File: config.mk
export PLATFORM = sky130hd
export DESIGN_NAME = pc_sequencer
export DESIGN_NICKNAME = d
export VERILOG_FILES = /design/src/rtl/pc_sequencer.sv
export SDC_FILE = /design/constraint.sdc
export NUM_CORES = 1
export LEC_CHECK = 0
export ABC_AREA = 1
export CAP_MARGIN = 15
export CORE_MARGIN = 2
export CORE_UTILIZATION = 45
export DETAILED_ROUTE_END_ITERATION = 7
export PLACE_DENSITY = 0.8
export SYNTH_ARGS = -nofsm -noshare
export SYNTH_HDL_FRONTEND = slang
export SYNTH_SLANG_ARGS = --single-unit
export TNS_END_PERCENT = 10
File: constraint.sdc
create_clock -name clk_i -period 4.8 [get_ports clk_i]
set_input_delay 1.2 -clock clk_i [delete_from_list [all_inputs] [get_ports clk_i]]
set_output_delay 1.2 -clock clk_i [all_outputs]
set_load 0.05 [all_outputs]
File: src/rtl/pc_sequencer.sv
// ============================================================================
// Module      : pc_sequencer
// Description : Fetch-PC sequencer with jump/branch redirect, stall, range-based
//               end-of-program detection, misalignment fault and retire counter.
// Revision    : 1.0 - initial release
// ============================================================================
`default_nettype none

module pc_sequencer #(
  parameter int unsigned       ADDR_W      = 32,
  parameter logic [ADDR_W-1:0] RESET_VEC   = '0,
  parameter int unsigned       INSTR_BYTES = 4,
  parameter int unsigned       PROG_WORDS  = 256,
  parameter int unsigned       CNT_W       = 32
) (
  input  logic              clk_i,
  input  logic              rst_ni,
  input  logic              stall_i,
  input  logic              branch_taken_i,
  input  logic [ADDR_W-1:0] branch_target_i,
  input  logic              jump_i,
  input  logic [ADDR_W-1:0] jump_target_i,
  input  logic              ext_halt_i,
  output logic [ADDR_W-1:0] pc_o,
  output logic [ADDR_W-1:0] pc_plus_o,
  output logic              pc_valid_o,
  output logic              eof_o,
  output logic              fault_o,
  output logic [CNT_W-1:0]  retired_count_o
);

  localparam logic [ADDR_W-1:0] C_STEP       = ADDR_W'(INSTR_BYTES);
  localparam logic [ADDR_W-1:0] C_ALIGN_MASK = ADDR_W'(INSTR_BYTES - 1);
  // Byte distance from RESET_VEC to the last valid PC.
  localparam logic [ADDR_W-1:0] C_SPAN       = ADDR_W'((PROG_WORDS - 1) * INSTR_BYTES);
  localparam logic [CNT_W-1:0]  C_CNT_ONE    = CNT_W'(1);

  localparam logic [1:0] S_RUN   = 2'd0;
  localparam logic [1:0] S_DRAIN = 2'd1;
  localparam logic [1:0] S_HALT  = 2'd2;

  logic [1:0]        state_q, state_d;
  logic [ADDR_W-1:0] pc_q, pc_d;
  logic [CNT_W-1:0]  cnt_q, cnt_d;
  logic              fault_q, fault_d;

  logic [ADDR_W-1:0] w_pc_plus;
  logic [ADDR_W-1:0] w_next_pc;
  logic [ADDR_W-1:0] w_offset;
  logic              w_misaligned;
  logic              w_out_of_range;
  logic              w_retire;

  // Offset from RESET_VEC wraps modulo 2^ADDR_W, so targets below RESET_VEC
  // (including pc_plus wrap-around) land above C_SPAN and count as out of range.
  always_comb begin
    w_pc_plus      = pc_q + C_STEP;
    w_next_pc      = jump_i         ? jump_target_i   :
                     branch_taken_i ? branch_target_i : w_pc_plus;
    w_offset       = w_next_pc - RESET_VEC;
    w_misaligned   = |(w_next_pc & C_ALIGN_MASK);
    w_out_of_range = (w_offset > C_SPAN);
  end

  always_ff @(posedge clk_i) begin
    if (!rst_ni) begin
      state_q <= S_RUN;
      pc_q    <= RESET_VEC;
      cnt_q   <= '0;
      fault_q <= 1'b0;
    end else begin
      state_q <= state_d;
      pc_q    <= pc_d;
      cnt_q   <= cnt_d;
      fault_q <= fault_d;
    end
  end

  always_comb begin
    state_d  = state_q;
    pc_d     = pc_q;
    fault_d  = fault_q;
    w_retire = 1'b0;
    case (state_q)
      S_RUN: begin
        if (ext_halt_i) begin
          state_d = S_DRAIN;
        end else if (!stall_i) begin
          w_retire = 1'b1;
          if (w_misaligned) begin
            fault_d = 1'b1;
            state_d = S_DRAIN;
          end else if (w_out_of_range) begin
            state_d = S_DRAIN;
          end else begin
            pc_d = w_next_pc;
          end
        end
      end
      S_DRAIN: state_d = S_HALT;
      S_HALT:  state_d = S_HALT;
      default: state_d = S_HALT;
    endcase
    cnt_d = (w_retire && (cnt_q != '1)) ? cnt_q + C_CNT_ONE : cnt_q;
  end

  always_comb begin
    pc_valid_o = 1'b0;
    eof_o      = 1'b0;
    case (state_q)
      S_RUN:   pc_valid_o = 1'b1;
      S_HALT:  eof_o      = 1'b1;
      default: begin
        pc_valid_o = 1'b0;
        eof_o      = 1'b0;
      end
    endcase
  end

  assign pc_o            = pc_q;
  assign pc_plus_o       = w_pc_plus;
  assign fault_o         = fault_q;
  assign retired_count_o = cnt_q;

endmodule

`default_nettype wire

==> Yosys cells after proc, flatten, opt, wreduce, memory -nomap -nowiden <==
Index checks and enable logic that the tools add are counted.
{ "word_totals": {"wordCells": 38, "latchBits": 0, "ff_bits": 67, "mem_bits_ro": 0, "mem_bits_rw": 0, "input_bits": 70, "memories": 0, "out_inout_bits": 99} }
{ "op_classes": {"mul": 0, "add_sub_neg": 2, "n_eq_ne": 5, "mux": 12, "bitwise": 4, "reduce_logical": 9, "n_lt_le_gt_ge": 1, "n_shift": 0, "div": 0} }
{ "op_table": {"columns": ["op", "count"], "rows": [
  ["$mux W32", 2],
  ["$add A32 B1 Y32 const B", 1],
  ["$add A32 B3 Y32 const B", 1],
  ["$gt A32 B10 Y1 const B", 1],
  ["$ne A32 B32 Y1 const B", 1],
  ["$mux W2", 5],
  ["$reduce_and A2 Y1", 3],
  ["$mux W1", 5],
  ["$reduce_and A5 Y1", 1],
  ["$ne A4 B4 Y1 const B", 1],
  ["$not A1 Y1", 4],
  ["$reduce_and A4 Y1", 1],
  ["$ne A3 B3 Y1 const B", 1],
  ["$reduce_bool A3 Y1", 1],
  ["$eq A2 B2 Y1 const B", 1],
  ["$logic_not A2 Y1", 1],
  ["$ne A2 B1 Y1 const B", 1],
  ["$reduce_or A2 Y1", 1],
  ["$logic_and A1 B1 Y1", 1]
]} }

==> Depth between registers and ports, before layout <==
{ "depth": {"ltp_word": 9, "ltp_mapped": 19, "ltp_nobuf": 18} }

==> Worst setup path before layout <==
OpenSTA, ideal clock, no wires.
{ "synth_timing": {"path_kind": "register -> output", "from": "register pc_q[2], in the netlist pc_o[2]", "to": "output port pc_plus_o[13]", "path_stages_with_launch": 6, "t_required_ps": 3600, "n_path_buf": 0, "arrival_time_ps": 2088, "setup_slack_ps": 1512, "path_cell_list": "dfxtp_1 -> inv_1 -> nor2_4 -> nand2_4 -> o21ai_0 -> and2_1"} }
{ "synth_via": {"elab_chain_cells": 1} }
{ "synth_rtl": {"columns": ["element", "line", "text"], "rows": [
  ["start, declared", "43", "logic [ADDR_W-1:0] pc_q, pc_d;"],
  ["start signal, assigned", "73", "pc_q <= pc_d;"],
  ["$add A32 B3 Y32", "57", "w_pc_plus = pc_q + C_STEP;"],
  ["end, declared", "25", "output logic [ADDR_W-1:0] pc_plus_o,"]
]} }
Every way passes these cells.

==> Worst setup path in the final report <==
{ "layout_timing": {"from": "register pc_q[2], in the netlist pc_o[2]", "to": "output port pc_plus_o[26]"} }
The elaborated chain is that of the path after synthesis.

==> impl_metrics.csv <==
group,metric,value,unit
clock_network,clk_pin_slew,80,ps
clock_network,clockRootBuffer,"clkbuf_8",
detailed_routing,routed_wl,16.54,mm
setup_path,crit_type,"flip-flop to output port",
yosys,syn_area,4828,sq um
placement,gp_congestion,0.9500,
global_routing,grt_overflow_total,0,
timing,tns,0,ps
timing,finalCritPeriodShare,0.8430,
timing,fin_crit,4046,ps
final_layout,layout-drive-gt1-share,0.05639,
setup_path,arrival,2850,ps
global_routing,grt_pass1_wl,25.75,mm
global_routing,grt_pass1_vias,5290,
timing,slew_headroom,0.4299,
pwr,ir_drop,0.0001539,V
floorplanning,dieWidth,107.6,um
detailed_routing,viasPerCell,5.226,
final_layout,final_common_cell,"nand2_1",
clock_network,postCtsSetupRepairBufs,0,
setup_path,critPathTopFamily,"buffers and inverters",
detailed_routing,wl_per_cell,14.65,um
final_layout,final_cell_mix,"266 x nand2_1, 167 x clkdlybuf4s50_1, 142 x nor2_1",
clock_network,holdBufCountCts,0,
placement,io_buffers,168,
setup_path,crit_fanout,10,
setup_path,cp-start-kind,"flip-flop",
timing,setup_viol,0,
timing,tightest_slew,855.2,ps
yosys,syn_inst,833,
floorplanning,fp.coreArea,10370,sq um
setup_path,crit_slowest_cell,"clkdlybuf4s50_1",
clock_network,clock_sinks,67,
setup_path,end_kind,"output port",
setup_path,worstPathRequired,3600,ps
yosys,syn_area_per_cell,5.796,sq um
clock_network,max-clock-path-buffers,2,
setup_path,timing.critical_path.buf_inv,2,
placement,pre_cts_ws,652.9,ps
clock_network,cts_tree,"built",
timing,fmax,247.1,MHz
global_routing,antenna_found_initial,0,
detailed_routing,first_pass_iters,5,
detailed_routing,route.detailed.drc,0,
timing,slew_viol_final,0,
clock_network,ctsResizeCount,0,
timing,hold_viol_final,0,
detailed_routing,vias,5900,
floorplanning,pin_count,169,
clock_network,cts_buffers,9,
worst_hold_path,hold_path_class,"flip-flop to flip-flop",
yosys,synth_nets,905,
global_routing,grt_max_degree,54,
placement,post-dp-hpwl,13.03,mm
timing,rsz0062_at_grt,"false",
status,status,"completed",
yosys,synth-seq-cells,67,
pwr,p_leak,2.644,nW
floorplanning,die-area,11570,sq um
detailed_routing,ant_nets,0,
final_layout,diodes,0,
final_layout,stdcell_area,6735,sq um
final_layout,syn2layout_area_growth,39.49,%
clock_network,clock_latency,360,ps
setup_path,path_common_cell,"nand2_1",
floorplanning,rows,37,
setup_path,worstPathCellList,"ha_1, nand3_1, inv_2, nand2_1, nor3_1, nand2_1, nand2_1, clkdlybuf4s50_1",
pwr,cellPowerDensity,178.1,nW/um^2
setup_path,cpPeakStageDelay,800,ps
floorplanning,initial_utilization,0.4656,
detailed_routing,drt_iter0_drc,412,
job,cap_violations,0,
global_routing,grt.total_usage,0.2805,
clock_network,htreeDepth,3,
timing,fin_ws,753.7,ps
final_layout,fin_nets,1060,
placement,placed_cell_area,6550,sq um
floorplanning,die_h,107.6,um
yosys,ys_warn_count,0,
yosys,synth_cell_types,40,
timing,finClkSkew,12.65,ps
yosys,seq_area_frac_synth,0.2778,
## layer usage
layer | vias to the layer above | track usage | routed length (um)
li1 | 2972 | - | -
met1 | 2651 | 0.3664 | 7209
met2 | 238 | 0.4618 | 7687
met3 | 39 | 0.05085 | 1172
met4 | 0 | 0.1007 | 471
met5 | - | 0 | 0
## final timing paths
kind | cells past startpoint | start | end | slack (ps)
worst min-delay path | 2 | fault_o$_SDFFE_PN0P_ | fault_o$_SDFFE_PN0P_ | 480
worst max-delay path | 8 | pc_o[2]$_SDFFE_PN0P_ | pc_plus_o[26] | 750
worst min register to register | 2 | fault_o$_SDFFE_PN0P_ | fault_o$_SDFFE_PN0P_ | 480
worst max register to register | 19 | pc_o[2]$_SDFFE_PN0P_ | pc_o[3]$_SDFFE_PN0P_ | 1820
## synthesized netlist by cell type, drive strengths merged
cell,n,area (sq um)
a22oi,1,7.510
or2,1,6.260
nand3,64,347.8
o21ai,24,123.9
nand3b,2,15.01
nor4,8,50.05
nor3,20,100.1
nor3b,5,37.54
a31oi,1,6.260
nand4,18,112.6
xor2,8,70.07
dfxtp,67,1341
o211ai,1,7.510
nand2,271,1035
a21oi,56,317.8
and2,2,12.51
buf,21,132.6
a211oi,1,7.510
o21a,2,15.01
a21boi,4,30.03
ha,2,25.02
inv,91,341.6
nor2,151,623.1
clkbuf,8,30.03
xnor2,3,26.28
o22ai,1,6.260
## report_power, final
part | internal (mW) | switching, mW | total [mW]
sequential | 0.559 | 0.00211 | 0.561
clock | 0.207 | 0.247 | 0.454
combinational | 0.0867 | 0.0986 | 0.185
total | 0.852 | 0.347 | 1.20
## flip-flops by register name (all words and copies together), names as in the netlist
signal / count
fault_o: 1
state_q: 2
pc_o: 32
retired_count_o: 32
## final cells by class
type	count	area [sq um]
fill	991	3635
multi-input combinational	646	2983
timing repair buffer	173	1714
sequential	67	1341
inverter	91	341.6
tap	136	170.2
clock buffer	10	137.6
clock inverter	6	47.55
## worst reg2reg max path: stages (launching register included)
cell     delay (ps)
dfxtp_1         410
ha_1            250
nand3_1         230
inv_2           250
nand2_1          70
nand2_1         120
nand2_1          70
a21oi_1         250
nand2_1          90
nor2_1          110
nand2_1         110
nand2_1          80
nor2_1           50
nand2_1          70
nor2_2           50
nand3_4          70
buf_4           390
nand2_1         100
nand2_1          70
nor2_1           40
## through the flow
step	hold WS, ps	cells	utilization	power, mW
floorplan	675.2	833	-	0.6755
global placement	465.5	1113	0.6316	0.7574
detailed placement	463.0	1113	0.6316	0.7580
CTS	487.2	1129	0.6495	1.199
global route	500.6	1129	0.6495	1.246
finish	476.5	1129	0.6495	1.200
## kinds of logic after synthesis
logic type | Yosys count | synth area share
adders and majority gates | 2 | 0.005182
AOI/OAI and AO/OA | 91 | 0.1081
DFF | 67 | 0.2778
buffers and inverters | 120 | 0.1044
xor gates and xnor gates | 11 | 0.01995
and+or+nand+nor | 542 | 0.4846
No activity file was read; power rests on OpenSTA's default activity.
